`src/rtl/ctrl_decode_seq.sv`:
```
// Sequenced instruction decoder: owns the fetch/execute phase and maps
// {opcode, flags} through a run-time programmable table to a registered control word.
module ctrl_decode_seq #(
  parameter int              OPW        = 4,
  parameter int              FW         = 2,
  parameter int              CW         = 13,
  parameter logic [CW-1:0]   FETCH_WORD = 13'h1001,
  parameter bit              HALT_EN    = 1'b1,
  parameter logic [OPW-1:0]  HALT_OP    = 4'b1111
) (
  input  logic              clk,
  input  logic              reset,
  input  logic [OPW-1:0]    instr,
  input  logic [FW-1:0]     flags,
  input  logic              stall,
  input  logic              resume,
  input  logic              cfg_we,
  input  logic [OPW+FW-1:0] cfg_addr,
  input  logic [CW-1:0]     cfg_data,
  output logic [CW-1:0]     ctrl,
  output logic              phase,
  output logic              halted
);

  localparam int AW    = OPW + FW;
  localparam int DEPTH = 1 << AW;

  typedef enum logic [1:0] {
    S_RST   = 2'd0,
    S_FETCH = 2'd1,
    S_EXEC  = 2'd2,
    S_HALT  = 2'd3
  } state_t;

  state_t          state_p0;
  state_t          state_nxt;
  logic [CW-1:0]   ctrl_nxt;
  logic            phase_nxt;
  logic            halted_nxt;
  logic            halt_pend_p0;
  logic            halt_pend_nxt;

  logic [CW-1:0]   table_q [DEPTH];
  logic [AW-1:0]   rd_addr;
  logic [CW-1:0]   rd_data;

  function automatic logic is_halt_op(input logic [OPW-1:0] op);
    return HALT_EN && (op == HALT_OP);
  endfunction

  assign rd_addr = {instr, flags};
  assign rd_data = table_q[rd_addr];

  // Decode table: cleared by reset, written independently of stall.
  // The lookup above sees the pre-edge contents, giving read-before-write.
  always_ff @(posedge clk) begin
    if (reset) begin
      for (int i = 0; i < DEPTH; i++) begin
        table_q[i] <= '0;
      end
    end else if (cfg_we) begin
      table_q[cfg_addr] <= cfg_data;
    end
  end

  // Next-state and next-output selection; stall freezes everything.
  always_comb begin
    state_nxt     = state_p0;
    ctrl_nxt      = ctrl;
    phase_nxt     = phase;
    halted_nxt    = halted;
    halt_pend_nxt = halt_pend_p0;
    if (!stall) begin
      unique case (state_p0)
        S_RST: begin
          state_nxt = S_FETCH;
          ctrl_nxt  = FETCH_WORD;
          phase_nxt = 1'b0;
        end
        S_FETCH: begin
          state_nxt     = S_EXEC;
          ctrl_nxt      = rd_data;
          phase_nxt     = 1'b1;
          halt_pend_nxt = is_halt_op(instr);
        end
        S_EXEC: begin
          phase_nxt = 1'b0;
          if (halt_pend_p0) begin
            state_nxt  = S_HALT;
            ctrl_nxt   = '0;
            halted_nxt = 1'b1;
          end else begin
            state_nxt = S_FETCH;
            ctrl_nxt  = FETCH_WORD;
          end
        end
        S_HALT: begin
          if (resume) begin
            state_nxt  = S_FETCH;
            ctrl_nxt   = FETCH_WORD;
            halted_nxt = 1'b0;
          end
        end
        default: begin
          state_nxt = S_RST;
        end
      endcase
    end
  end

  // Registered state and outputs: one-edge latency, glitch-free ctrl.
  always_ff @(posedge clk) begin
    if (reset) begin
      state_p0     <= S_RST;
      ctrl         <= '0;
      phase        <= 1'b0;
      halted       <= 1'b0;
      halt_pend_p0 <= 1'b0;
    end else begin
      state_p0     <= state_nxt;
      ctrl         <= ctrl_nxt;
      phase        <= phase_nxt;
      halted       <= halted_nxt;
      halt_pend_p0 <= halt_pend_nxt;
    end
  end

endmodule
```
`config.mk`:
```
export PLATFORM = sky130hd
export DESIGN_NAME = ctrl_decode_seq
export DESIGN_NICKNAME = d
export VERILOG_FILES = /design/src/rtl/ctrl_decode_seq.sv
export SDC_FILE = /design/constraint.sdc
export NUM_CORES = 1
export LEC_CHECK = 0
export ABC_AREA = 1
export CORE_ASPECT_RATIO = 1.75
export CORE_MARGIN = 2
export CORE_UTILIZATION = 60
export DETAILED_ROUTE_END_ITERATION = 8
export PLACE_DENSITY = 0.78
export SLEW_MARGIN = 20
export SYNTH_ARGS = -nofsm -noshare
export SYNTH_HDL_FRONTEND = slang
export SYNTH_SLANG_ARGS = --single-unit
```
`constraint.sdc`:
```
create_clock -name clk -period 3.3 [get_ports clk]
set_input_delay 0.66 -clock clk [delete_from_list [all_inputs] [get_ports clk]]
set_output_delay 0.66 -clock clk [all_outputs]
set_load 0.05 [all_outputs]
```
==> results_dict.tcl, run 1 <==
set metrics [dict create \
    fin_ws_ps 533 \
    antenna_found_initial 0 \
    clock-sinks 850 \
    place_ws_ps 88.3 \
    worstSetupStartpointType "flop" \
    initial_utilization_pct 60.8 \
    crit_family "buffers and inverters" \
    cts.htree.levels 3 \
    num_io_pins 45 \
    dieArea_um2 68500 \
    ys_types 27 \
    diodes 0 \
    grt_max_degree 133 \
    drc 1 \
    fmax_mhz 361 \
    ys_seq_elements 850 \
    finalCritPeriodShare_pct 83.9 \
    p_leak_nw 18.6 \
    setup_viol 0 \
    clock_latency_ps 620 \
    syn_area_um2 39800 \
    wire_per_inst_um 21.2 \
    worst_clock_skew_ps 18.3 \
    clockBufferDepth 3 \
    layout-drive-gt1-share_pct 7.76 \
    routed_wirelength_um 113000 \
    power_density_nw_per_um2 537 \
    crit_fanout 2 \
    syn_nets 4425 \
    drtAntennaViolNets 0 \
    required_ps 2640 \
    syn_to_final_growth_pct 11.7 \
    root_buffer "clkbuf_16" \
    grt_pass1_vias 29645 \
    path_buf_inv 1 \
    hold_viol 0 \
    worstSetupPathType "flop to output pin" \
    status "finished, violations left" \
    portBuffers 44 \
    final_max_slew_viol_count 0 \
    dpl.hpwl_um 70600 \
    layout_common_cells "nor2_1 (1146), nand2_1 (1107), edfxtp_1 (832)" \
    overflow 0 \
    hold_class "flop to flop" \
    cp_slowest_cell "clkdlybuf4s50_1" \
    die_h_um 345 \
    maxCapViolCount 0 \
    cts_setup_buffers 0 \
    final.setup.tns_ps 0 \
    rsz0062_at_grt "no" \
    synth_area_leaders "edfxtp_1 (63%), nor2_1 (11%), nand2_1 (10%), nand3_1 (4.8%), inv_1 (3.0%)" \
    fp.dieW_um 199 \
    failed_checks "design-rule violations" \
    grt_use_total_pct 33.4 \
    final_common_cell "nor2_1" \
    fillers 5011 \
    worst_pin_slew_ps 763 \
    syn_area_per_cell_um2 9.06 \
    end_kind "output pin" \
    cts.clk_slew.worst_paths_ps 70 \
    routed-via-count 30532 \
    yosysTopAreaCell "edfxtp_1" \
    cts_tree "done" \
    vdd_drop_max_v 0.000623 \
    critPathArrivalTime_ps 2110 \
    syn_inst 4389 \
    nNetsFinal 4423 \
    yosysWarningCount 0 \
    cp_slowest_stage_delay_ps 890 \
    cts_buffers 72 \
    first_pass_iters 9 \
    slew_headroom_pct 48.8 \
    rows 124 \
    synth_top_area_share_pct 62.8 \
    cts_hold_buf 0 \
    cts.repair.resized 0 \
    grt_pass1_wl_um 169000 \
    ys_seq_area_share_pct 63.7 \
    post-route-min-period_ps 2770 \
    viasPerCell 5.73 \
    gp_congestion 0.938 \
    path_cells "clkdlybuf4s50_1" \
    drtIter0Drc 3454 \
    core_um2 65500 \
]
[area by class of cell]
class | count | area (um2) | share of cell area, %
Multi-Input combinational cell | 2882 | 11800 | 26.6
Clock inverter | 43 | 568 | 1.28
Sequential cell | 850 | 25300 | 57.0
Clock buffer | 89 | 1930 | 4.34
Timing Repair Buffer | 247 | 2400 | 5.41
Tap cell | 882 | 1100 | 2.48
Inverter | 334 | 1270 | 2.85
[flip-flops by register name (all words and copies together), names as in the netlist]
register      flops
state_p0          2
phase             1
halt_pend_p0      1
table_q         832
ctrl             13
halted            1
[stage by stage]
step	hold WS [ps]	util (%)	power (mW)	cells	area, um2
6_report	554	67.9	23.9	5327	44400
4_1_cts	548	67.9	23.9	5327	44400
5_1_grt	580	67.9	24.5	5327	44400
3_5_place_dp	538	64.1	14.9	5195	41900
3_3_place_gp	530	64.1	14.9	5195	41900
2_1_floorplan	503	-	14.0	4389	39800
[report_power, final]
part / internal (mW) / leakage, nW / total, mW / switching, mW
Sequential: 12.4 / 8.05 / 12.5 / 0.164
Combinational: 0.595 / 9.31 / 2.22 / 1.63
Clock: 5.27 / 1.20 / 9.12 / 3.85
Total: 18.2 / 18.6 / 23.9 / 5.64
[cell families after synthesis]
group / share of synthesized area, %
simple gates: 26.9
flops: 63.7
buf+inv: 6.58
compound gates: 2.66
fa+ha+maj: 0.189
[path summary, 6_finish.rpt]
path | start | cells past startpoint | slack, ps | endpoint
max | ctrl[11]$_SDFFE_PP0P_ | 1 | 530 | ctrl[11]
min | halted$_SDFFE_PP0P_ | 2 | 550 | halted$_SDFFE_PP0P_
max reg2reg | table_q[14][2]$_SDFFCE_PN0P_ | 10 | 1520 | ctrl[2]$_SDFFE_PP0P_
min reg2reg | halted$_SDFFE_PP0P_ | 2 | 550 | halted$_SDFFE_PP0P_
[Yosys cell counts, drive strengths merged]
library cell and number:
a31oi 1, ha 6, or2 8, o21ai 158, clkbuf 215, nand3 380
nand2 1107, nor3 9, inv 331, nand4 5, o211ai 3, nor4 8
and3 2, edfxtp 832, a21oi 46, a221oi 1, and2 1, dfxtp 18
nor2 1147, buf 108, clkinv 3
[layer usage]
layer  GRT usage (%)  part of all wire, %  vias up
met1            37.2                   32    14268
met3            4.10                  8.2      452
li1                -                    -    14088
met5               0                    0        -
met2            57.4                   51     1724
met4            27.3                  9.0        0
[tightest hold or removal path, stage by stage, from the launching register on]
cell and delay [ps]:
dfxtp_1 360, inv_1 70, a221oi_1 70
Note: power is estimated with default switching activity, not from simulation.
==> run 2: changes to the inputs <==
- clock period: 3.3 -> 2.57 ns (I/O delays scaled with it)
==> run 2 against run 1 <==
The run now ends clean. Register-to-register slack worse by 820 ps. Setup slack worse by 440 ps. Total power up 29%. Final area up 3.0%. Die area unchanged. Utilization up 2.0 points. Non-clock buffer count up 57. Global-route usage up 1.2 points. Clock-buffer cell count up 3. Final cell count up 1.1%. Clock power up 27%. Critical endpoint is now ctrl[5].
==> results_dict.tcl, run 2 (synthesis results as in run 1) <==
set metrics [dict create \
    status "finished, final reports clean" \
    grt_max_degree 95 \
    p_switching_mw 7.41 \
    final.setup.tns_ps 0 \
    power_density_nw_per_um2 673 \
    fin_ws_ps 89.8 \
    cp_slowest_stage_delay_ps 860 \
    worst_pin_slew_ps 732 \
    drc 0 \
    dpl.hpwl_um 74700 \
    path_cells "clkdlybuf4s50_1" \
    seqPwrFrac_pct 52.3 \
    critPathArrivalTime_ps 1970 \
    final_common_cell "nor2_1" \
    hold_viol 0 \
    p_comb_share_pct 10.2 \
    path_buf_inv 1 \
    cts_tree "done" \
    p_clk_share_pct 37.5 \
    dieArea_um2 68500 \
    cts_setup_buffers 0 \
    clock_latency_ps 630 \
    cts_buffers 74 \
    viasPerCell 5.75 \
    crit_fanout 2 \
    gp_congestion 0.987 \
    syn_to_final_growth_pct 15.0 \
    die_h_um 345 \
    diodes 0 \
    first_pass_iters 6 \
    required_ps 2060 \
    slew_headroom_pct 50.7 \
    overflow 0 \
    layout_common_cells "nor2_1 (1146), nand2_1 (1107), edfxtp_1 (832)" \
    root_buffer "clkbuf_16" \
    drtIter0Drc 3289 \
    routed_wirelength_um 116000 \
    clockBufferDepth 3 \
    maxCapViolCount 0 \
    finalCritPeriodShare_pct 96.5 \
    place_ws_ps -54.5 \
    vdd_drop_max_v 0.000558 \
    grt_pass1_vias 30785 \
    setup_viol 0 \
    p_sw_share_pct 24.1 \
    worst_clock_skew_ps 17.5 \
    regMostFlops "table_q" \
    drtAntennaViolNets 0 \
    core_um2 65500 \
    internal_power_mw 23.4 \
    grt_pass1_wl_um 174000 \
    fp.dieW_um 199 \
    post-route-min-period_ps 2480 \
    clock-sinks 850 \
    portBuffers 44 \
    layout-drive-gt1-share_pct 9.15 \
    rsz0062_at_grt "no" \
    fin_util_pct 69.9 \
    cts.htree.levels 3 \
    hold_class "flop to flop" \
    dp_cells 5252 \
    grt_use_total_pct 34.6 \
    cts.clk_slew.worst_paths_ps 70 \
    crit_family "buffers and inverters" \
    final_cells 5387 \
    initial_utilization_pct 60.8 \
    reg_top3 "table_q: 832 flops, ctrl: 13 flops, state_p0: 2 flops" \
    nNetsFinal 4482 \
    num_io_pins 45 \
    antenna_found_initial 1 \
    end_kind "output pin" \
    fmax_mhz 403 \
    wire_per_inst_um 21.6 \
    routed-via-count 30970 \
    largest_register_ff_count 832 \
    rows 124 \
    worstSetupStartpointType "flop" \
    p_leak_nw 19.2 \
    cp_slowest_cell "clkdlybuf4s50_1" \
    worstSetupPathType "flop to output pin" \
    final_max_slew_viol_count 0 \
]
[run 2: changes by cell type in the layout (fill, tap and decap cells not counted)]
cell	delta
clkinv_1	-2
clkinv_2	+7
dlymetal6s2s_1	+1
clkbuf_8	+1
inv_6	-2
inv_8	+1
clkbuf_16	+7
buf_12	+71
clkbuf_1	-5
clkdlybuf4s50_1	-1
clkinvlp_4	+3
bufinv_16	-7
buf_4	-14
[run 2: repair_timing]
item | in CTS | in global routing
setup endpoints to repair | 0 | 1
resized for setup | 0 | 1
hold buffers | 0 | 0
[run 2: tightest hold or removal path: stages, from the launching register on]
cell	delay, ps
dfxtp_1	330
inv_1	50
a221oi_1	70
[run 2: power groups by stage]
| stage | registers (mW) | clock network, mW | logic (mW) |
|---|---|---|---|
| floorplan | 16.3 | 0 | 1.66 |
| global placement | 16.3 | 0 | 3.02 |
| detailed placement | 16.4 | 0 | 3.06 |
| CTS | 16.1 | 11.6 | 3.08 |
| global route | 16.1 | 12.1 | 3.34 |
| finish | 16.1 | 11.6 | 3.14 |
[run 2: area by class of cell]
class / count / area (um2)
sequential: 850 / 25300
timing repair buffer: 304 / 3720
clock buffer: 92 / 2100
tap: 882 / 1100
fill: 4789 / 19700
clock inverter: 43 / 402
inverter: 334 / 1270
multi-input combinational: 2882 / 11800
[run 2: layer usage]
layer,up-vias,share of wire (%),global-route usage (%)
met5,-,0.015,0
met2,1711,50,59.7
met3,548,7.9,4.41
met4,2,10,31.0
li1,14202,-,-
met1,14507,31,37.0
[run 2: through the flow]
step	cell area, um2	total power [mW]	hold WS (ps)
floorplan	39800	18.0	503
global placement	43300	19.4	500
detailed placement	43300	19.4	498
CTS	45800	30.8	507
global route	45800	31.5	527
finish	45800	30.8	500
[run 2: path summary, 6_finish.rpt]
check,to,slack [ps],startpoint,cells past startpoint
hold / removal,halted$_SDFFE_PP0P_,500,halted$_SDFFE_PP0P_,2
hold reg to reg,halted$_SDFFE_PP0P_,500,halted$_SDFFE_PP0P_,2
setup reg to reg,ctrl[0]$_SDFFE_PP0P_,700,table_q[15][0]$_SDFFCE_PN0P_,8
setup / recovery,ctrl[5],90,ctrl[5]$_SDFFE_PP0P_,1
